===== src/rtl/seq_loop_profiler.sv =====
// seq_loop_profiler
// Taps a kernel's one-hot ap_CS_fsm and block handshake and profiles up to
// NUM_LOOPS sequential loops: iteration count, last/min/max iteration latency,
// total in-loop cycles, plus a kernel transaction count. Every counter
// saturates at all-ones.
//
// Optional feature macro: SEQ_LOOP_PROF_MINMAX_EN
//   defined   -> min/max latency registers built, rd_field 2/3 valid
//   undefined -> no min/max logic, rd_field 2/3 read zero
//
// Ports
//   ap_clk, ap_rst_n       clock, asynchronous active-low reset
//   ap_start, ap_done      kernel handshake (observed only)
//   cur_state              kernel FSM vector (one-hot)
//   iter_start_mask        slice i: states that begin an iteration of loop i
//   iter_end_mask          slice i: states that end an iteration of loop i
//   quit_mask              slice i: states that exit loop i
//   clr                    synchronous clear of all statistics and loop FSMs
//   rd_sel, rd_field       read select (loop, field)
//   rd_data                registered read data, one cycle latency
//   busy                   high between accepted ap_start and ap_done
//   err                    sticky per-loop protocol error
//
// rd_field: 0 iter_cnt, 1 last_lat, 2 min_lat, 3 max_lat, 4 loop_cyc,
//           5 trans_cnt (ignores rd_sel), 6 status {err, fsm[1:0]}, 7 zero.
// Status fsm code: 0 IDLE, 1 ITER, 2 GAP.
module seq_loop_profiler #(
  parameter int STATE_W   = 76,
  parameter int NUM_LOOPS = 4,
  parameter int CNT_W     = 32,
  parameter int SEL_W     = (NUM_LOOPS > 1) ? $clog2(NUM_LOOPS) : 1
) (
  input  logic                         ap_clk,
  input  logic                         ap_rst_n,
  input  logic                         ap_start,
  input  logic                         ap_done,
  input  logic [STATE_W-1:0]           cur_state,
  input  logic [NUM_LOOPS*STATE_W-1:0] iter_start_mask,
  input  logic [NUM_LOOPS*STATE_W-1:0] iter_end_mask,
  input  logic [NUM_LOOPS*STATE_W-1:0] quit_mask,
  input  logic                         clr,
  input  logic [SEL_W-1:0]             rd_sel,
  input  logic [2:0]                   rd_field,
  output logic [CNT_W-1:0]             rd_data,
  output logic                         busy,
  output logic [NUM_LOOPS-1:0]         err
);

  typedef enum logic [1:0] {
    IDLE = 2'd0,
    ITER = 2'd1,
    GAP  = 2'd2
  } loop_state_t;

  function automatic logic [CNT_W-1:0] sat_inc(input logic [CNT_W-1:0] v);
    return (&v) ? v : v + CNT_W'(1);
  endfunction

  logic [NUM_LOOPS-1:0] s_hit, e_hit, q_hit;

  loop_state_t      state_q [NUM_LOOPS];
  loop_state_t      state_d [NUM_LOOPS];
  logic [CNT_W-1:0] lat_q   [NUM_LOOPS];
  logic [CNT_W-1:0] lat_d   [NUM_LOOPS];
  logic [CNT_W-1:0] cpl_lat [NUM_LOOPS];
  logic [NUM_LOOPS-1:0] cpl, err_set;

  logic [CNT_W-1:0] iter_cnt [NUM_LOOPS];
  logic [CNT_W-1:0] last_lat [NUM_LOOPS];
  logic [CNT_W-1:0] loop_cyc [NUM_LOOPS];
`ifdef SEQ_LOOP_PROF_MINMAX_EN
  logic [CNT_W-1:0] min_lat  [NUM_LOOPS];
  logic [CNT_W-1:0] max_lat  [NUM_LOOPS];
`endif
  logic [CNT_W-1:0]     trans_cnt;
  logic [NUM_LOOPS-1:0] err_q;
  logic [CNT_W-1:0]     rd_next;
  logic                 sel_ok;

  // Mask decode: masking is purely bitwise, so a non-one-hot state vector
  // simply hits every mask it overlaps.
  always_comb begin
    s_hit = '0;
    e_hit = '0;
    q_hit = '0;
    for (int unsigned i = 0; i < NUM_LOOPS; i++) begin
      s_hit[i] = |(cur_state & iter_start_mask[i*STATE_W +: STATE_W]);
      e_hit[i] = |(cur_state & iter_end_mask[i*STATE_W +: STATE_W]);
      q_hit[i] = |(cur_state & quit_mask[i*STATE_W +: STATE_W]);
    end
  end

  // Loop FSM next-state. lat_q holds the cycles already spent in the
  // iteration, so a completion in ITER reports lat_q+1 to include the end cycle.
  always_comb begin
    cpl     = '0;
    err_set = '0;
    for (int unsigned i = 0; i < NUM_LOOPS; i++) begin
      state_d[i] = state_q[i];
      lat_d[i]   = lat_q[i];
      cpl_lat[i] = CNT_W'(1);
      case (state_q[i])
        IDLE: begin
          if (s_hit[i]) begin
            lat_d[i] = CNT_W'(1);
            if (e_hit[i]) begin
              cpl[i]     = 1'b1;
              state_d[i] = GAP;
            end else begin
              state_d[i] = ITER;
            end
          end
        end
        ITER: begin
          if (e_hit[i]) begin
            cpl[i]     = 1'b1;
            cpl_lat[i] = sat_inc(lat_q[i]);
            state_d[i] = GAP;
          end else if (q_hit[i]) begin
            err_set[i] = 1'b1;
            state_d[i] = IDLE;
          end else if (s_hit[i]) begin
            err_set[i] = 1'b1;
            lat_d[i]   = CNT_W'(1);
          end else begin
            lat_d[i] = sat_inc(lat_q[i]);
          end
        end
        GAP: begin
          if (s_hit[i]) begin
            lat_d[i] = CNT_W'(1);
            if (e_hit[i]) cpl[i] = 1'b1;
            else          state_d[i] = ITER;
          end else if (q_hit[i]) begin
            state_d[i] = IDLE;
          end
        end
        default: state_d[i] = IDLE;
      endcase
    end
  end

  always_ff @(posedge ap_clk or negedge ap_rst_n) begin
    if (!ap_rst_n) begin
      for (int unsigned i = 0; i < NUM_LOOPS; i++) begin
        state_q[i] <= IDLE;
        lat_q[i]   <= '0;
      end
    end else if (clr) begin
      for (int unsigned i = 0; i < NUM_LOOPS; i++) begin
        state_q[i] <= IDLE;
        lat_q[i]   <= '0;
      end
    end else begin
      for (int unsigned i = 0; i < NUM_LOOPS; i++) begin
        state_q[i] <= state_d[i];
        lat_q[i]   <= lat_d[i];
      end
    end
  end

  // Statistics; clr takes priority over every event in the same cycle.
  always_ff @(posedge ap_clk or negedge ap_rst_n) begin
    if (!ap_rst_n) begin
      for (int unsigned i = 0; i < NUM_LOOPS; i++) begin
        iter_cnt[i] <= '0;
        last_lat[i] <= '0;
        loop_cyc[i] <= '0;
`ifdef SEQ_LOOP_PROF_MINMAX_EN
        min_lat[i]  <= '1;
        max_lat[i]  <= '0;
`endif
      end
      err_q     <= '0;
      trans_cnt <= '0;
    end else if (clr) begin
      for (int unsigned i = 0; i < NUM_LOOPS; i++) begin
        iter_cnt[i] <= '0;
        last_lat[i] <= '0;
        loop_cyc[i] <= '0;
`ifdef SEQ_LOOP_PROF_MINMAX_EN
        min_lat[i]  <= '1;
        max_lat[i]  <= '0;
`endif
      end
      err_q     <= '0;
      trans_cnt <= '0;
    end else begin
      for (int unsigned i = 0; i < NUM_LOOPS; i++) begin
        if (cpl[i]) begin
          iter_cnt[i] <= sat_inc(iter_cnt[i]);
          last_lat[i] <= cpl_lat[i];
`ifdef SEQ_LOOP_PROF_MINMAX_EN
          if (cpl_lat[i] < min_lat[i]) min_lat[i] <= cpl_lat[i];
          if (cpl_lat[i] > max_lat[i]) max_lat[i] <= cpl_lat[i];
`endif
        end
        if (state_q[i] != IDLE) loop_cyc[i] <= sat_inc(loop_cyc[i]);
      end
      err_q <= err_q | err_set;
      if (ap_done) trans_cnt <= sat_inc(trans_cnt);
    end
  end

  // busy ignores clr; done wins over a simultaneous start.
  always_ff @(posedge ap_clk or negedge ap_rst_n) begin
    if (!ap_rst_n)     busy <= 1'b0;
    else if (ap_done)  busy <= 1'b0;
    else if (ap_start) busy <= 1'b1;
  end

  always_comb begin
    rd_next = '0;
    sel_ok  = int'(rd_sel) < NUM_LOOPS;
    case (rd_field)
      3'd0: if (sel_ok) rd_next = iter_cnt[rd_sel];
      3'd1: if (sel_ok) rd_next = last_lat[rd_sel];
`ifdef SEQ_LOOP_PROF_MINMAX_EN
      3'd2: if (sel_ok) rd_next = min_lat[rd_sel];
      3'd3: if (sel_ok) rd_next = max_lat[rd_sel];
`endif
      3'd4: if (sel_ok) rd_next = loop_cyc[rd_sel];
      3'd5: rd_next = trans_cnt;
      3'd6: if (sel_ok) rd_next[2:0] = {err_q[rd_sel], state_q[rd_sel]};
      default: rd_next = '0;
    endcase
  end

  always_ff @(posedge ap_clk or negedge ap_rst_n) begin
    if (!ap_rst_n) rd_data <= '0;
    else           rd_data <= rd_next;
  end

  assign err = err_q;

endmodule


===== config.mk =====
export PLATFORM = sky130hd
export DESIGN_NAME = seq_loop_profiler
export DESIGN_NICKNAME = d
export VERILOG_FILES = /design/src/rtl/seq_loop_profiler.sv
export SDC_FILE = /design/constraint.sdc
export NUM_CORES = 2
export LEC_CHECK = 0
export ABC_AREA = 0
export CORE_AREA = 2 2 400 402
export CTS_CLUSTER_SIZE = 10
export DETAILED_ROUTE_END_ITERATION = 12
export DIE_AREA = 0 0 402 404
export HOLD_SLACK_MARGIN = 0.1
export PLACE_DENSITY_LB_ADDON = 0.1
export SLEW_MARGIN = 10
export SYNTH_ARGS = -nofsm -noshare
export SYNTH_HDL_FRONTEND = slang
export SYNTH_SLANG_ARGS = --single-unit

===== constraint.sdc =====
create_clock -name ap_clk -period 8.27 [get_ports ap_clk]
set_input_delay 1.654 -clock ap_clk [delete_from_list [all_inputs] [get_ports ap_clk]]
set_output_delay 1.654 -clock ap_clk [all_outputs]
set_load 0.05 [all_outputs]

Word-level counts from Yosys, hierarchy flattened. Index checks and enable logic that the tools add are counted. Widths: inputs -> output; s select.

Word-level logic and storage cells: 298. Output and inout port bits: 37. Bits in registers: 589. Input bits: 998.

$lt $le $gt $ge: 2. $add $sub $neg: 13. Bitwise operators: 14. Reduce and logical (&&, ||, !) cells: 69. Mux-type cells: 135. Equality and inequality tests: 41.

Operators with widths (count): $mux 32 (57); $and 76x76->76 (12); $reduce_or 76->1 (12); $mux 128 (4); $add 32x1->32 const B (13); $reduce_and 32->1 (13); $pmux 32 s2 (4); $bmux 32 s2 (3); $pmux 29 s4 (1); $mux 2 (26); $ne 3x3->1 const B (12); $reduce_bool 2->1 (14); $mux 1 (27); $reduce_and 2->1 (13); $pmux 2 s3 (4); $ne 2x2->1 const B (9); $ne 4x4->1 const B (4); $reduce_and 4->1 (4); $pmux 3 s5 (1); $ne 3x1->1 const B (4); $reduce_bool 3->1 (4); $eq 3x3->1 const B (3); $eq 2x1->1 const B (4); $eq 2x2->1 const B (4); other kinds (13) (22).

Logic depth before layout (Yosys ltp).
Depth after elaboration: 8. Mapped depth: 12. Mapped depth without buffers: 9.

Worst setup path after synthesis. OpenSTA, ideal clock, no wires.

Kind: in2reg. Start: input quit_mask[252]. End: register lat_q[7] (netlist bit). Arrival time: 3953 ps. Setup slack: 4235 ps. Library setup time: 82 ps. Data required time: 8188 ps. Cell stages on the path: 11. Path buffers: 3. Cells stage by stage: a22o_1 a221oi_2 nand4_1 or4_1 or4_1 and4b_1 buf_6 buf_12 buf_6 nand2_1 a31oi_1.

Word-level cells in the longest chain between the ends: 4.

RTL lines: start: declaration (RTL line 40) `input logic [NUM_LOOPS*STATE_W-1:0] quit_mask,`; $and 76x76->76 (RTL line 89) `q_hit[i] = |(cur_state & quit_mask[i*STATE_W +: STATE_W]);`; $reduce_or 76->1 (RTL line 89); $ne 3x3->1 (no source line); $reduce_and 4->1 (no source line); end signal: indexed assignment (RTL line 157) `lat_q[i] <= lat_d[i];`; end: declaration (RTL line 63) `logic [CNT_W-1:0] lat_q [NUM_LOOPS];`.

Every way passes these cells. A chain may end at the register's enable or synchronous reset.

Final worst setup path.
Start: input cur_state[15]. End: register lat_q[4] (netlist bit).

Word-level cells in the longest chain between the ends: 7. Elaborated cells between the ends (all ways): 15. Classes of those cells: 3 x eq/ne; 5 x mux; 3 x bitwise; 4 x reduce/logical.

RTL lines: start: declaration (RTL line 37) `input logic [STATE_W-1:0] cur_state,`; $and 76x76->76 (RTL line 87) `s_hit[i] = |(cur_state & iter_start_mask[i*STATE_W +: STATE_W]);`; $reduce_or 76->1 (RTL line 87); $mux 32 (RTL line 122) `end else if (s_hit[i]) begin`; $mux 32 (RTL line 119) `end else if (q_hit[i]) begin`; $mux 32 (RTL line 115) `if (e_hit[i]) begin`; $pmux 32 s2 (RTL line 102) `case (state_q[i])`; $mux 128 (RTL line 149) `end else if (clr) begin`.

Several ways; a longest one is shown, not always the timed one. The select of a mux whose other input is x is not followed.

==> key figures <==
Die
  • Die W: 402 um
  • Starting Density: 23.9%
  • Row cnt: 146
  • Die area: 162000 um2
  • Die Y: 404 um
  • Core Area: 158000 um2
  • Io pins: 1035

Logic synthesis
  • Count leader, synth: dfrtp_1
  • Post-synth top cells: 589 x dfrtp_1, 373 x nand2_1, 321 x nor2_1
  • Synth top area cells: dfrtp_1 39%, mux4_2 6.0%, a22oi_1 5.9%
  • FF+latch count, synth: 589
  • Warnings, synthesis: 0
  • Syn_area_per_cell: 9.23 um2
  • Synth Cell Area: 37700 um2
  • Yosys top cell by area: dfrtp_1
  • Async SR Flop Fraction: 100%
  • Main synth FF type: dfrtp_1
  • Number of flops mapped to enable cells by yosys: 0
  • Yosys cell types: 86
  • Sequential area share after synthesis: 39.1%
  • Cell count after synthesis: 4082
  • Syn Nets: 5093
  • Yosys top cell area share: 39.1%

Timing
  • Peak Freq: 0.167 GHz
  • Slew @ Worst Pin: 1320 ps
  • RSZ-0062 raised after global routing: false
  • Worst Skew: 15.1 ps
  • Hold Fails Final Rpt: 0
  • Setup_tns: 0 ps
  • Max_slew headroom: 12.0%
  • # setup viols final: 0
  • Max Slew Vio Count: 0
  • Final period demand of the worst path: 5990 ps
  • Final period util: 72.4%

Global route
  • Wire length of the first global-routing pass: 389000 um
  • Pin count of the biggest net entering global routing: 155
  • Grt ovf: 0
  • Initial antenna violation count: 97
  • Vias in the first global route: 40500
  • GRT Util Overall: 35.8%

Detailed routing
  • Total iterations of the first detailed-routing run: 6
  • Total number of vias: 42000
  • Routed Antenna Nets: 0
  • Remaining DRCs: 0
  • Routed length per instance: 41.4 um
  • Final wirelength: 298000 um
  • 1st-iter DRT viols: 4803
  • DR vias/cell: 5.83

Layout
  • Core Util, Final: 33.3%
  • Layout cells sized above 1: 8.86%
  • Layout area overhead: 39.4%
  • Fill cells: 16600
  • NumNets Final: 6040

Pwr
  • Switch Pwr: 2.20 mW
  • Internal Power: 5.33 mW
  • Total power: 7.53 mW
  • VDD IR max: 113 uV
  • Leak: 20.6 nW
  • Seq pwr share: 38.8%
  • Power density cells: 143 nW/um2
  • Clk pwr share: 42.7%
  • Switching Fraction: 29.2%
  • Combinational share of power: 18.5%

CTS
  • TritonCTS clock tree: done
  • Clock sink total: 589
  • CTS buffer count: 76
  • CTS Root Cell: clkbuf_16
  • Clk Latency, worst-skew pair: 650 ps
  • Clock slew at reported path FFs: 60 ps
  • Post-CTS Setup Bufs: 0
  • H-tree levels: 3
  • Post-CTS Resized: 0
  • Cts-stage hold buffer count: 0
  • Clk buf depth: 3

Run status
  • Status: complete, no violations

Place
  • Post-DP HPWL: 239000 um
  • RePlAce Congestion: 1.02
  • Port Buf Inserts: 1034

Min path
  • Cells on Worst Hold Path: 2
  • Worst hold path class: reg2reg

Critical path
  • Req. time, crit path: 8820 ps
  • Crit Path Max Fanout: 62
  • Crit start category: input port
  • Worst Path Class, Setup: in2reg
  • Worst Path Arrival: 6540 ps
  • Endpoint class of the critical path: flip-flop
  • Cell count of the worst reg-to-reg path: 8

Flow run
  • Max-cap violation count: 0
==> cell usage in the layout (no fill, tap or decap), drive strengths merged, types with 106 or more instances in the layout <==
cell / Yosys / final
buf: 89 / 174
a21oi: 141 / 141
a221oi: 108 / 108
clkbuf: 184 / 114
nand2: 373 / 373
nor2: 322 / 322
dfrtp: 589 / 589
xnor2: 156 / 156
a22oi: 296 / 296
a22o: 106 / 106
nand4: 157 / 157
o21ai: 246 / 246
nand3: 199 / 199
clkdlybuf4s50: 0 / 968
xor2: 131 / 131
==> cell type report <==
class | count | area (um2) | area share, %
repair buffers | 1142 | 10900 | 20.8
inverters | 53 | 199 | 0.379
diodes | 57 | 143 | 0.272
clock inverters | 12 | 63.8 | 0.122
clock buffers | 114 | 2240 | 4.26
multi-input cells | 3167 | 21600 | 41.2
flip-flops and latches | 589 | 14700 | 28.1
well taps | 2072 | 2590 | 4.94
==> metal layers <==
layer  global-route usage (%)  vias to the layer above  wire [um]  share of wire [%]
met4                     21.9                       38      20600                6.9
met1                     43.5                    21600     119000                 40
met5                        0                        -        254              0.085
li1                         -                    17600          -                  -
met2                     54.6                     2217     132000                 44
met3                     11.9                      589      26200                8.8
==> worst paths after layout <==
| path | startpoint | endpoint | slack, ps |
|---|---|---|---|
| worst max-delay path | cur_state[15] | lat_q[4] | 2280 |
| worst min-delay path | last_lat[56] | last_lat[56] | 480 |
| worst max register to register | iter_cnt[103] | iter_cnt[96] | 4600 |
| worst min register to register | last_lat[56] | last_lat[56] | 480 |
| max in group asynchronous | ap_rst_n | lat_q[21] | 5480 |
| min in group asynchronous | ap_rst_n | iter_cnt[98] | 1040 |
==> power by group through the flow <==
stage	combinational (mW)	clock [mW]	sequential (mW)
after floorplan	0.302	0	2.97
after global routing	1.40	3.39	2.92
after global placement	1.34	0	2.97
after CTS	1.34	3.28	2.92
after detailed placement	1.34	0	2.97
final	1.39	3.21	2.92
==> state kept, by name, summed over array words and instances, names as in the netlist <==
signal     count
rd_data       32
lat_q        128
busy           1
trans_cnt     32
err            4
last_lat     128
iter_cnt     128
loop_cyc     128
state_q        8
==> logic make-up (layout without fill, tap and decap cells) <==
kind of cell / after synthesis / after routing / synth area share [%]
buffers and inverters: 326 / 1321 / 3.73
muxes: 126 / 126 / 6.72
xor gates and xnor gates: 287 / 287 / 6.67
AOI/OAI and AO/OA: 1153 / 1153 / 21.3
adders and majority gates: 13 / 13 / 0.432
DFF: 589 / 589 / 39.1
other: 0 / 57 / 0
and+or+nand+nor: 1588 / 1588 / 22.0
==> metrics by stage <==
stage | hold WS (ps) | setup WS, ps | area, um2 | std cells
after detailed placement | 471 | 1700 | 50000 | 7023
after floorplan | 443 | 4240 | 37700 | 4082
after global placement | 459 | 683 | 50000 | 7021
final | 483 | 2280 | 52500 | 7206
after CTS | 485 | 2360 | 52300 | 7149
after global routing | 506 | 2100 | 52400 | 7182
==> worst max-delay path, cell delays in order <==
cell             delay (ps)
clkdlybuf4s50_1         950
a22o_1                  610
a221oi_2                520
and4_1                  270
nand4_1                 320
or4_1                   620
and4b_2                1090
o21ai_0                 220
a31oi_1                 230
Note: power is estimated with default switching activity, not from simulation.
